### src/rtl/ips2l_pcie_pll_recfg_pkg.sv
// Shared definitions for the PCIe PLL reconfiguration controller.
//   - op_e      : command opcodes carried on req_op
//   - state_e   : controller FSM encodings
//   - *Def      : default values of the top-level parameters
//   - rmw_merge : read-modify-write merge, present only with PLL_RECFG_RMW_EN
// Optional feature macro: PLL_RECFG_RMW_EN (enables op 11 read-modify-write).
package ips2l_pcie_pll_recfg_pkg;

    localparam int unsigned RstCyclesDef   = 16;
    localparam int unsigned LockTimeoutDef = 65535;
    localparam int unsigned ApbTimeoutDef  = 255;
    // Wide enough for the largest LOCK_TIMEOUT.
    localparam int unsigned CntW           = 16;

    typedef enum logic [1:0] {
        OpRead   = 2'b00,
        OpWrite  = 2'b01,
        OpPllRst = 2'b10,
        OpRmw    = 2'b11
    } op_e;

    typedef enum logic [2:0] {
        StIdle      = 3'd0,
        StSetup     = 3'd1,
        StAccess    = 3'd2,
`ifdef PLL_RECFG_RMW_EN
        StModify    = 3'd3,
`endif
        StRstAssert = 3'd4,
        StLockWait  = 3'd5,
        StResp      = 3'd6
    } state_e;

`ifdef PLL_RECFG_RMW_EN
    // Bits set in mask come from wdata, the rest keep the value read back.
    function automatic logic [15:0] rmw_merge(input logic [15:0] rd, input logic [15:0] wdata,
                                              input logic [15:0] mask);
        return (rd & ~mask) | (wdata & mask);
    endfunction
`endif

endpackage

### src/rtl/ips2l_pcie_pll_recfg_if.sv
// Command/response bus of the PLL reconfiguration controller.
//   master : requester (drives req_*, receives req_ready and rsp_*)
//   slave  : controller (receives req_*, drives req_ready and rsp_*)
interface ips2l_pcie_pll_recfg_if;

    logic        req_valid;
    logic        req_ready;
    logic [1:0]  req_op;
    logic [4:0]  req_addr;
    logic [15:0] req_wdata;
    logic [15:0] req_mask;
    logic        rsp_valid;
    logic [15:0] rsp_rdata;
    logic        rsp_err;

    modport master (
        output req_valid, req_op, req_addr, req_wdata, req_mask,
        input  req_ready, rsp_valid, rsp_rdata, rsp_err
    );

    modport slave (
        input  req_valid, req_op, req_addr, req_wdata, req_mask,
        output req_ready, rsp_valid, rsp_rdata, rsp_err
    );

endinterface

### src/rtl/ips2l_pcie_pll_lock_sync.sv
// Two-flop synchronizer bringing the asynchronous PLL lock into the apb_clk domain.
//   clk      : destination clock
//   rst      : synchronous active-high reset
//   async_in : asynchronous lock input
//   sync_out : synchronized lock
module ips2l_pcie_pll_lock_sync (
    input  logic clk,
    input  logic rst,
    input  logic async_in,
    output logic sync_out
);

    logic [1:0] sync_q;

    always_ff @(posedge clk) begin
        if (rst) begin
            sync_q <= '0;
        end else begin
            sync_q <= {sync_q[0], async_in};
        end
    end

    assign sync_out = sync_q[1];

endmodule

### src/rtl/ips2l_pcie_pll_recfg_v1_0.sv
// PCIe PLL reconfiguration controller: turns single commands into APB transfers to the PLL
// register port, or a PLL reset pulse followed by a bounded wait for lock.
//   apb_clk, rst         : clock and synchronous active-high reset
//   cmd (slave)          : req_valid/ready/op/addr/wdata/mask, rsp_valid/rdata/err
//   apb_sel/en/write/addr/wdata, apb_rdata/ready : APB master to the PLL
//   pll_rst, pll_lock, pll_locked : PLL reset output, async lock in, synchronized lock out
// Optional feature macro: PLL_RECFG_RMW_EN (op 11 = read-modify-write; otherwise an error).
module ips2l_pcie_pll_recfg_v1_0
    import ips2l_pcie_pll_recfg_pkg::*;
#(
    parameter int unsigned RST_CYCLES   = RstCyclesDef,
    parameter int unsigned LOCK_TIMEOUT = LockTimeoutDef,
    parameter int unsigned APB_TIMEOUT  = ApbTimeoutDef
) (
    input  logic                         apb_clk,
    input  logic                         rst,
    ips2l_pcie_pll_recfg_if.slave        cmd,
    output logic                         apb_sel,
    output logic                         apb_en,
    output logic                         apb_write,
    output logic [4:0]                   apb_addr,
    output logic [15:0]                  apb_wdata,
    input  logic [15:0]                  apb_rdata,
    input  logic                         apb_ready,
    output logic                         pll_rst,
    input  logic                         pll_lock,
    output logic                         pll_locked
);

    localparam logic [CntW-1:0] RstLast  = CntW'(RST_CYCLES - 1);
    localparam logic [CntW-1:0] LockLast = CntW'(LOCK_TIMEOUT - 1);
    localparam logic [CntW-1:0] ApbLast  = CntW'(APB_TIMEOUT - 1);

    state_e            state_q, state_d;
    logic [CntW-1:0]   cnt_q, cnt_d;
    logic [4:0]        addr_q, addr_d;
    logic [15:0]       wdata_q, wdata_d;
    logic [15:0]       rdata_q, rdata_d;
    logic              write_q, write_d;
    logic              err_q, err_d;
`ifdef PLL_RECFG_RMW_EN
    logic              rmw_q, rmw_d;
    logic [15:0]       mask_q, mask_d;
`else
    logic              unused_mask;
    assign unused_mask = ^cmd.req_mask;
`endif

    ips2l_pcie_pll_lock_sync u_lock_sync (
        .clk      (apb_clk),
        .rst      (rst),
        .async_in (pll_lock),
        .sync_out (pll_locked)
    );

    always_comb begin
        state_d = state_q;
        cnt_d   = cnt_q;
        addr_d  = addr_q;
        wdata_d = wdata_q;
        rdata_d = rdata_q;
        write_d = write_q;
        err_d   = err_q;
`ifdef PLL_RECFG_RMW_EN
        rmw_d   = rmw_q;
        mask_d  = mask_q;
`endif
        unique case (state_q)
            StIdle: begin
                if (cmd.req_valid) begin
                    addr_d  = cmd.req_addr;
                    wdata_d = cmd.req_wdata;
                    rdata_d = '0;
                    err_d   = 1'b0;
                    write_d = 1'b0;
                    cnt_d   = '0;
`ifdef PLL_RECFG_RMW_EN
                    rmw_d   = 1'b0;
                    mask_d  = cmd.req_mask;
`endif
                    unique case (op_e'(cmd.req_op))
                        OpRead:   state_d = StSetup;
                        OpWrite: begin
                            write_d = 1'b1;
                            state_d = StSetup;
                        end
                        OpPllRst: state_d = StRstAssert;
                        OpRmw: begin
`ifdef PLL_RECFG_RMW_EN
                            rmw_d   = 1'b1;
                            state_d = StSetup;
`else
                            err_d   = 1'b1;
                            state_d = StResp;
`endif
                        end
                    endcase
                end
            end
            StSetup: begin
                cnt_d   = '0;
                state_d = StAccess;
            end
            StAccess: begin
                if (apb_ready) begin
                    // Only the read phase captures; an RMW keeps the pre-modify value.
                    if (!write_q) rdata_d = apb_rdata;
`ifdef PLL_RECFG_RMW_EN
                    state_d = (rmw_q && !write_q) ? StModify : StResp;
`else
                    state_d = StResp;
`endif
                end else if (cnt_q == ApbLast) begin
                    err_d   = 1'b1;
                    state_d = StResp;
                end else begin
                    cnt_d = cnt_q + 16'd1;
                end
            end
`ifdef PLL_RECFG_RMW_EN
            StModify: begin
                wdata_d = rmw_merge(rdata_q, wdata_q, mask_q);
                write_d = 1'b1;
                state_d = StSetup;
            end
`endif
            StRstAssert: begin
                if (cnt_q == RstLast) begin
                    cnt_d   = '0;
                    state_d = StLockWait;
                end else begin
                    cnt_d = cnt_q + 16'd1;
                end
            end
            StLockWait: begin
                // The counter keeps running across lock glitches.
                if (pll_locked) begin
                    state_d = StResp;
                end else if (cnt_q == LockLast) begin
                    err_d   = 1'b1;
                    state_d = StResp;
                end else begin
                    cnt_d = cnt_q + 16'd1;
                end
            end
            StResp:  state_d = StIdle;
            default: state_d = StIdle;
        endcase
    end

    always_ff @(posedge apb_clk) begin
        if (rst) begin
            state_q <= StIdle;
            cnt_q   <= '0;
            addr_q  <= '0;
            wdata_q <= '0;
            rdata_q <= '0;
            write_q <= 1'b0;
            err_q   <= 1'b0;
`ifdef PLL_RECFG_RMW_EN
            rmw_q   <= 1'b0;
            mask_q  <= '0;
`endif
        end else begin
            state_q <= state_d;
            cnt_q   <= cnt_d;
            addr_q  <= addr_d;
            wdata_q <= wdata_d;
            rdata_q <= rdata_d;
            write_q <= write_d;
            err_q   <= err_d;
`ifdef PLL_RECFG_RMW_EN
            rmw_q   <= rmw_d;
            mask_q  <= mask_d;
`endif
        end
    end

    assign apb_sel   = (state_q == StSetup) || (state_q == StAccess);
    assign apb_en    = (state_q == StAccess);
    assign apb_write = apb_sel & write_q;
    assign apb_addr  = apb_sel ? addr_q : '0;
    assign apb_wdata = apb_sel ? wdata_q : '0;
    assign pll_rst   = (state_q == StRstAssert);

    assign cmd.req_ready = (state_q == StIdle) && !rst;
    assign cmd.rsp_valid = (state_q == StResp);
    assign cmd.rsp_rdata = cmd.rsp_valid ? rdata_q : '0;
    assign cmd.rsp_err   = cmd.rsp_valid & err_q;

endmodule

### src/flat_wrapper.sv
// flat-port wrapper written by rule: the top's interface ports become plain ports
module ips2l_pcie_pll_recfg_v1_0_flat import ips2l_pcie_pll_recfg_pkg::*;
#(
    parameter int unsigned RST_CYCLES   = RstCyclesDef,
    parameter int unsigned LOCK_TIMEOUT = LockTimeoutDef,
    parameter int unsigned APB_TIMEOUT  = ApbTimeoutDef
)
  (apb_clk, rst, apb_sel, apb_en, apb_write, apb_addr, apb_wdata, apb_rdata, apb_ready, pll_rst, pll_lock, pll_locked, cmd_req_valid, cmd_req_op, cmd_req_addr, cmd_req_wdata, cmd_req_mask, cmd_req_ready, cmd_rsp_valid, cmd_rsp_rdata, cmd_rsp_err);
  ips2l_pcie_pll_recfg_if cmd_i ();
  input  logic apb_clk;
  input  logic rst;
  output logic apb_sel;
  output logic apb_en;
  output logic apb_write;
  output logic [4:0] apb_addr;
  output logic [15:0] apb_wdata;
  input  logic [15:0] apb_rdata;
  input  logic apb_ready;
  output logic pll_rst;
  input  logic pll_lock;
  output logic pll_locked;
  input wire logic [$bits(cmd_i.req_valid)-1:0] cmd_req_valid;
  input wire logic [$bits(cmd_i.req_op)-1:0] cmd_req_op;
  input wire logic [$bits(cmd_i.req_addr)-1:0] cmd_req_addr;
  input wire logic [$bits(cmd_i.req_wdata)-1:0] cmd_req_wdata;
  input wire logic [$bits(cmd_i.req_mask)-1:0] cmd_req_mask;
  output wire logic [$bits(cmd_i.req_ready)-1:0] cmd_req_ready;
  output wire logic [$bits(cmd_i.rsp_valid)-1:0] cmd_rsp_valid;
  output wire logic [$bits(cmd_i.rsp_rdata)-1:0] cmd_rsp_rdata;
  output wire logic [$bits(cmd_i.rsp_err)-1:0] cmd_rsp_err;
  assign cmd_i.req_valid = cmd_req_valid;
  assign cmd_i.req_op = cmd_req_op;
  assign cmd_i.req_addr = cmd_req_addr;
  assign cmd_i.req_wdata = cmd_req_wdata;
  assign cmd_i.req_mask = cmd_req_mask;
  assign cmd_req_ready = cmd_i.req_ready;
  assign cmd_rsp_valid = cmd_i.rsp_valid;
  assign cmd_rsp_rdata = cmd_i.rsp_rdata;
  assign cmd_rsp_err = cmd_i.rsp_err;
  ips2l_pcie_pll_recfg_v1_0 #(.RST_CYCLES(RST_CYCLES), .LOCK_TIMEOUT(LOCK_TIMEOUT), .APB_TIMEOUT(APB_TIMEOUT)) u_core (.apb_clk(apb_clk), .rst(rst), .cmd(cmd_i), .apb_sel(apb_sel), .apb_en(apb_en), .apb_write(apb_write), .apb_addr(apb_addr), .apb_wdata(apb_wdata), .apb_rdata(apb_rdata), .apb_ready(apb_ready), .pll_rst(pll_rst), .pll_lock(pll_lock), .pll_locked(pll_locked));
endmodule
### config.mk
export PLATFORM = sky130hd
export DESIGN_NAME = ips2l_pcie_pll_recfg_v1_0_flat
export DESIGN_NICKNAME = d
export VERILOG_FILES = /design/src/rtl/ips2l_pcie_pll_recfg_pkg.sv /design/src/rtl/ips2l_pcie_pll_recfg_if.sv /design/src/rtl/ips2l_pcie_pll_lock_sync.sv /design/src/rtl/ips2l_pcie_pll_recfg_v1_0.sv /design/src/flat_wrapper.sv
export SDC_FILE = /design/constraint.sdc
export NUM_CORES = 1
export LEC_CHECK = 0
export BUFFER_PORTS_ARGS = -buffer_cell sky130_fd_sc_hd__buf_4
export CORE_AREA = 3 3 91 93
export CTS_CLUSTER_DIAMETER = 80
export DETAILED_ROUTE_END_ITERATION = 6
export DIE_AREA = 0 0 94 96
export PLACE_DENSITY_LB_ADDON = 0.15
export SETUP_SLACK_MARGIN = 0.3
export SLEW_MARGIN = 25
export SYNTH_ARGS = -nofsm -noshare
export SYNTH_HDL_FRONTEND = slang
export SYNTH_HIERARCHICAL = 1
export SYNTH_SLANG_ARGS = --single-unit
### constraint.sdc
create_clock -name apb_clk -period 2.3 [get_ports apb_clk]
set_input_delay 0.46 -clock apb_clk [delete_from_list [all_inputs] [get_ports apb_clk]]
set_output_delay 0.46 -clock apb_clk [all_outputs]
set_load 0.02 [all_outputs]
# ---- Word-level counts from Yosys, hierarchy flattened
# Index checks and enable logic that the tools add are counted.
dict set report classes {
  addsub 1
  n_eq_ne 23
  mux 29
  bitwise_logic 2
  n_reduce_logical 14
}
# op n
set op_table {}
lappend op_table {{two-way mux 16 bit} 10}
lappend op_table {{case mux 16 bit (5 select lines)} 1}
lappend op_table {{case mux 16 bit (2 select lines)} 1}
lappend op_table {{two-way mux 3 bit} 6}
lappend op_table {{adder 16 x 1 -> 16 bit, second input constant} 1}
lappend op_table {{== test 16 bit, second input constant} 1}
lappend op_table {{== test 16 x 4 -> 1 bit, second input constant} 1}
lappend op_table {{== test 16 x 8 -> 1 bit, second input constant} 1}
lappend op_table {{case mux 3 bit (5 select lines)} 1}
lappend op_table {{!= test 2 bit, second input constant} 6}
lappend op_table {{AND reduction 6 bit} 2}
lappend op_table {{== test 3 bit, second input constant} 3}
lappend op_table {{case mux 3 bit (3 select lines)} 1}
lappend op_table {{!= test 2 x 1 -> 1 bit, second input constant} 4}
lappend op_table {{AND reduction 4 bit} 2}
lappend op_table {{two-way mux 1 bit} 7}
lappend op_table {{two-way mux 5 bit} 1}
lappend op_table {{nonzero test 5 bit} 1}
lappend op_table {{== test 2 bit, second input constant} 2}
lappend op_table {{== test 3 x 1 -> 1 bit, second input constant} 1}
lappend op_table {{== test 3 x 2 -> 1 bit, second input constant} 1}
lappend op_table {{zero test 3 bit} 1}
lappend op_table {{!= test 3 x 1 -> 1 bit, second input constant} 1}
lappend op_table {{!= test 3 x 2 -> 1 bit, second input constant} 1}
lappend op_table {{11 further kinds} 12}
dict set report word_totals {
  ff_bits 60
  input_bits 60
  output_inout_bits 45
  elab_cells 77
}

# ---- Logic depth before layout (Yosys ltp)
dict set report logic_depth {
  word_depth 5
  mapped_depth 9
  ltp_nobuf 7
}

# ---- By module
# The synthesis kept the hierarchy.
# module n_inst cells_each area_per_inst_um2 seq_area_each_um2
set by_module_without_submodules {}
lappend by_module_without_submodules {ips2l_pcie_pll_recfg_v1_0 1 368 2941.6 1161.1}
lappend by_module_without_submodules {ips2l_pcie_pll_lock_sync 1 4 52.6 40.0}

# ---- Least setup slack after synthesis
# Ideal clock, no wire load.
dict set report synth_path {
  path_kind {register -> register}
  from {register u_core.state_q[2]}
  to {register u_core.cnt_q[1]}
  setup_ps 70
  arrival_ps 2205
  required_ps 2230
  setup_slack_ps 25
  path_stages_with_launch 7
  n_path_buf 1
  period_less_slack_ps 2275
  cell_sequence {dfxtp_1 clkbuf_1 nor3b_1 o41a_1 nor2_1 or4_1 a21oi_1}
}
dict set report synth_via {
  elab_chain_len 3
  elab_cells_between_ends 13
  classes_between {eq/ne: 9; mux: 1; reduce/logical: 3}
}
# element line
set synth_lines {}
lappend synth_lines {{start, declared} ips2l_pcie_pll_recfg_v1_0.sv:34} ;# state_e state_q, state_d;
lappend synth_lines {{start signal, assigned} ips2l_pcie_pll_recfg_v1_0.sv:153} ;# state_q <= StIdle;
lappend synth_lines {{start signal, assigned} ips2l_pcie_pll_recfg_v1_0.sv:165} ;# state_q <= state_d;
lappend synth_lines {{== test 3 bit (*)} -}
lappend synth_lines {{net pll_rst} flat_wrapper.sv:19} ;# output logic pll_rst;
lappend synth_lines {{nonzero test 5 bit (no source line)} -}
lappend synth_lines {{AND reduction 6 bit (no source line)} -}
lappend synth_lines {{end signal, assigned} ips2l_pcie_pll_recfg_v1_0.sv:166} ;# cnt_q <= cnt_d;
lappend synth_lines {{end, declared} ips2l_pcie_pll_recfg_v1_0.sv:35} ;# logic [CntW-1:0] cnt_q, cnt_d;
# The timed path passes the listed nets; every way through them passes the cells marked *.
# A chain may end at the register's enable or synchronous reset.

# ---- Final worst setup path
dict set report layout_path {
  from {register u_core.cnt_q[9]}
  to {register u_core.cnt_q[5]}
}
dict set report layout_via {
  elab_chain_len 3
  elab_cells_between_ends 8
  classes_between {eq/ne: 5; mux: 2; reduce/logical: 1}
}
# element line
set layout_lines {}
lappend layout_lines {{== test 16 x 4 -> 1 bit, or another cell as far along} ips2l_pcie_pll_recfg_v1_0.sv:128} ;# if (cnt_q == RstLast) begin
lappend layout_lines {{two-way mux 16 bit or != test 2 bit (tied branches)} -}
lappend layout_lines {{case mux 16 bit (5 select lines) or AND reduction 6 bit (tied branches)} -}
# Parallel ways exist; a longest one is shown, timed or not.

==> impl_metrics.toml <==
[global_route]
track_usage_pct = 20.43
grt_max_degree = 45
grt_pass1_wl_mm = 14.59
grt_pass1_vias = 3014
antenna_found_initial = 0
grt_overflow = 0

[timing]
rsz0062_at_grt = "yes"
fin_tns_setup_ns = 0
min_period_over_period_pct = 93.36
worst_pin_slew_ns = 0.5572
fmax_mhz = 465.7
finalHoldViolCount = 0
period_needed_ns = 2.147
clock_skew_ns = 0.008165
setup_ws_ns = 0.1526
finalMaxSlewViolations = 0
holdWs_ns = 0.3428
setup_violations = 0
max-slew-margin-rel_pct = 62.51

[clocking]
clock_latency_ns = 0.34
clockRootBuffer = "clkbuf_8"
clock-sinks = 60
path_clk_slew_ns = 0.07
cts_tree = "done"
cts_buffers = 9
ctsHoldBuffers = 0
clockBufferDepth = 2
cts_htree_levels = 3

[logic_synthesis]
synthAdderAreaFrac_pct = 0.8358
syn_area_per_cell_um2 = 8.049
yosys.area_share.simple_pct = 33.35
synth_cells = 372
synth_area_mm2 = 0.002994
syn_nets = 434
yosys.area_share.xor_xnor_pct = 0
synth-seq-cells = 60
ys_types = 49
synth_compound_area_share_pct = 20.31
muxShareOfSynthArea_pct = 0
yosys_warnings = 6
ys_seq_area_share_pct = 40.12
synth_top_family_by_area = "simple AND/OR/NAND/NOR gates"

[place]
pre_cts_ws_ns = 0.08396
hpwl_mm = 5.302
io_buffers = 88
detailed_place.area_mm2 = 0.003807
place_congestion = 0.8274

[floorplan]
die_w_um = 94
io_pins = 105
core_area_mm2 = 0.007607
die_h_um = 96
initial_utilization_pct = 39.36
rows = 32
die_area_mm2 = 0.009024

[layout]
layout-drive-gt1-share_pct = 48.89
area_growth_syn_to_layout_pct = 58.46
nNetsFinal = 553
final_area_mm2 = 0.004745
n_antenna_cell = 0

[setup_path]
critical_path_required_ns = 2.53
path_class = "reg2reg"
worstPathArrival_ns = 2.38
crit_path_end_kind = "register"
worst_setup_path_start_kind = "register"
crit_fanout = 5

[route]
drt_first_pass_iters = 4
viasPerCell = 5.369
wirelength_mm = 9.058
antenna_left = 0
routed-via-count = 3205
wl_per_cell_um = 15.17
drc = 0
dr.first_iter.drc_count = 116

[power]
p_total_uw = 4229
power_density_mw_per_mm2 = 891.4
leakage_uw = 0.001934
vdd_drop_max_mv = 0.7709

[worst_hold_path]
min_path_type = "in2reg"

[status]
outcome = "finished, final reports clean"

[job]
drv_cap = 0
what timing repair did:
action / CTS / global route
setup endpoints to repair: 58 / 76
pin swaps: 58 / 29
endpoints found under the hold margin: 0 / 0
gates cloned: 8 / 0
resized for setup: 128 / 19
setup buffers: 16 / 4
Yosys cell counts, drive strengths merged:
master,count,area [µm²]
o21bai,1,11.26
and4,2,17.52
nand3,22,110.1
o22ai,1,6.260
a21o,1,7.510
o21a,2,15.01
o41ai,2,17.52
o21ai,10,50.05
o211ai,1,7.510
nor2,10,53.80
nor4b,1,8.760
and3,2,12.51
o41a,1,11.26
nor3b,1,7.510
or3,3,18.77
a211oi,1,7.510
nand3b,2,15.01
nor3,2,10.01
o221ai,1,8.760
o31a,1,8.760
nand2b,2,12.51
dfxtp,60,1201
a21oi,58,316.6
nor2b,3,18.77
nor4,3,18.77
or4,16,135.1
o22a,1,8.760
clkbuf,17,63.81
buf,9,71.31
nand2,61,229.0
o21ba,2,20.02
or4bb,1,11.26
or3b,1,8.760
and2,42,262.8
inv,7,26.27
ha,2,25.02
o31ai,13,111.4
or4b,1,10.01
nand4,6,37.54
sequential cells by signal, indices dropped and copies added, names as in the netlist:
name,count
u_core/addr_q,5
u_core/cnt_q,16
u_core/err_q,1
u_core/rdata_q,16
u_core/state_q,3
u_core/u_lock_sync/sync_q,2
u_core/wdata_q,16
u_core/write_q,1
where the power goes:
part           switching (µW)  internal [µW]  total, µW
clock network             420            661       1080
registers                90.4           1180       1270
logic                    1040            837       1880
per-layer routing:
metal / part of all wire, % / track usage, % / vias up / wire length (µm)
li1: - / - / 1557 / -
met1: 42 / 25.13 / 1534 / 3796
met2: 50 / 34.18 / 97 / 4527
met3: 5.8 / 4.222 / 17 / 523
met4: 2.3 / 9.747 / 0 / 210
met5: 0 / 0 / - / 0
cell usage in the layout (no fill, tap or decap), types with 3 or more instances in the layout:
master / instances
buf_4: 71
nand2_1: 61
buf_6: 59
a21oi_1: 49
dfxtp_1: 49
and2_4: 39
nand3_1: 22
or4_4: 12
clkbuf_8: 11
a21oi_2: 8
nor2_1: 7
o31ai_1: 7
dfxtp_2: 7
inv_1: 6
nand4_1: 6
or4_1: 4
o21ai_0: 4
o31ai_2: 4
dfxtp_4: 4
nor2_4: 3
o21ai_2: 3
o21ai_1: 3
or3_1: 3
nor2b_1: 3
and2_1: 3
kinds of logic after synthesis:
kind of cell / Yosys count
AOI/OAI and AO/OA: 96
adders and majority gates: 2
buffers and inverters: 33
DFF: 60
and+or+nand+nor: 181
critical path, stage by stage (launching register included):
cell      delay (ns)
dfxtp_4         0.35
or4_4           0.53
or4_4           0.63
o211ai_1        0.28
nor3_1          0.09
o21ba_1         0.17
final timing paths:
kind,from,to,depth (start not counted),slack (ns)
min,pll_lock,u_core/u_lock_sync/sync_q[0],2,0.34
max,u_core/cnt_q[9],u_core/cnt_q[5],5,0.15
min reg2reg,u_core/u_lock_sync/sync_q[0],u_core/u_lock_sync/sync_q[1],1,0.44
max reg2reg,u_core/cnt_q[9],u_core/cnt_q[5],5,0.15
through the flow:
step           instances  utilization [%]
2_1_floorplan        372                -
3_3_place_gp         554            50.05
6_report             597            62.37
5_1_grt              597            62.37
4_1_cts              593            60.94
3_5_place_dp         554            50.05
cell type report:
cell class	count	area, µm²
inverters	7	28.78
clock buffers	11	151.4
repair buffers	132	1237
flip-flops and latches	60	1225
multi-input cells	281	1902
clock inverters	4	72.57
fillers	703	2863
well taps	102	127.6
Note: power is estimated with default switching activity, not from simulation.
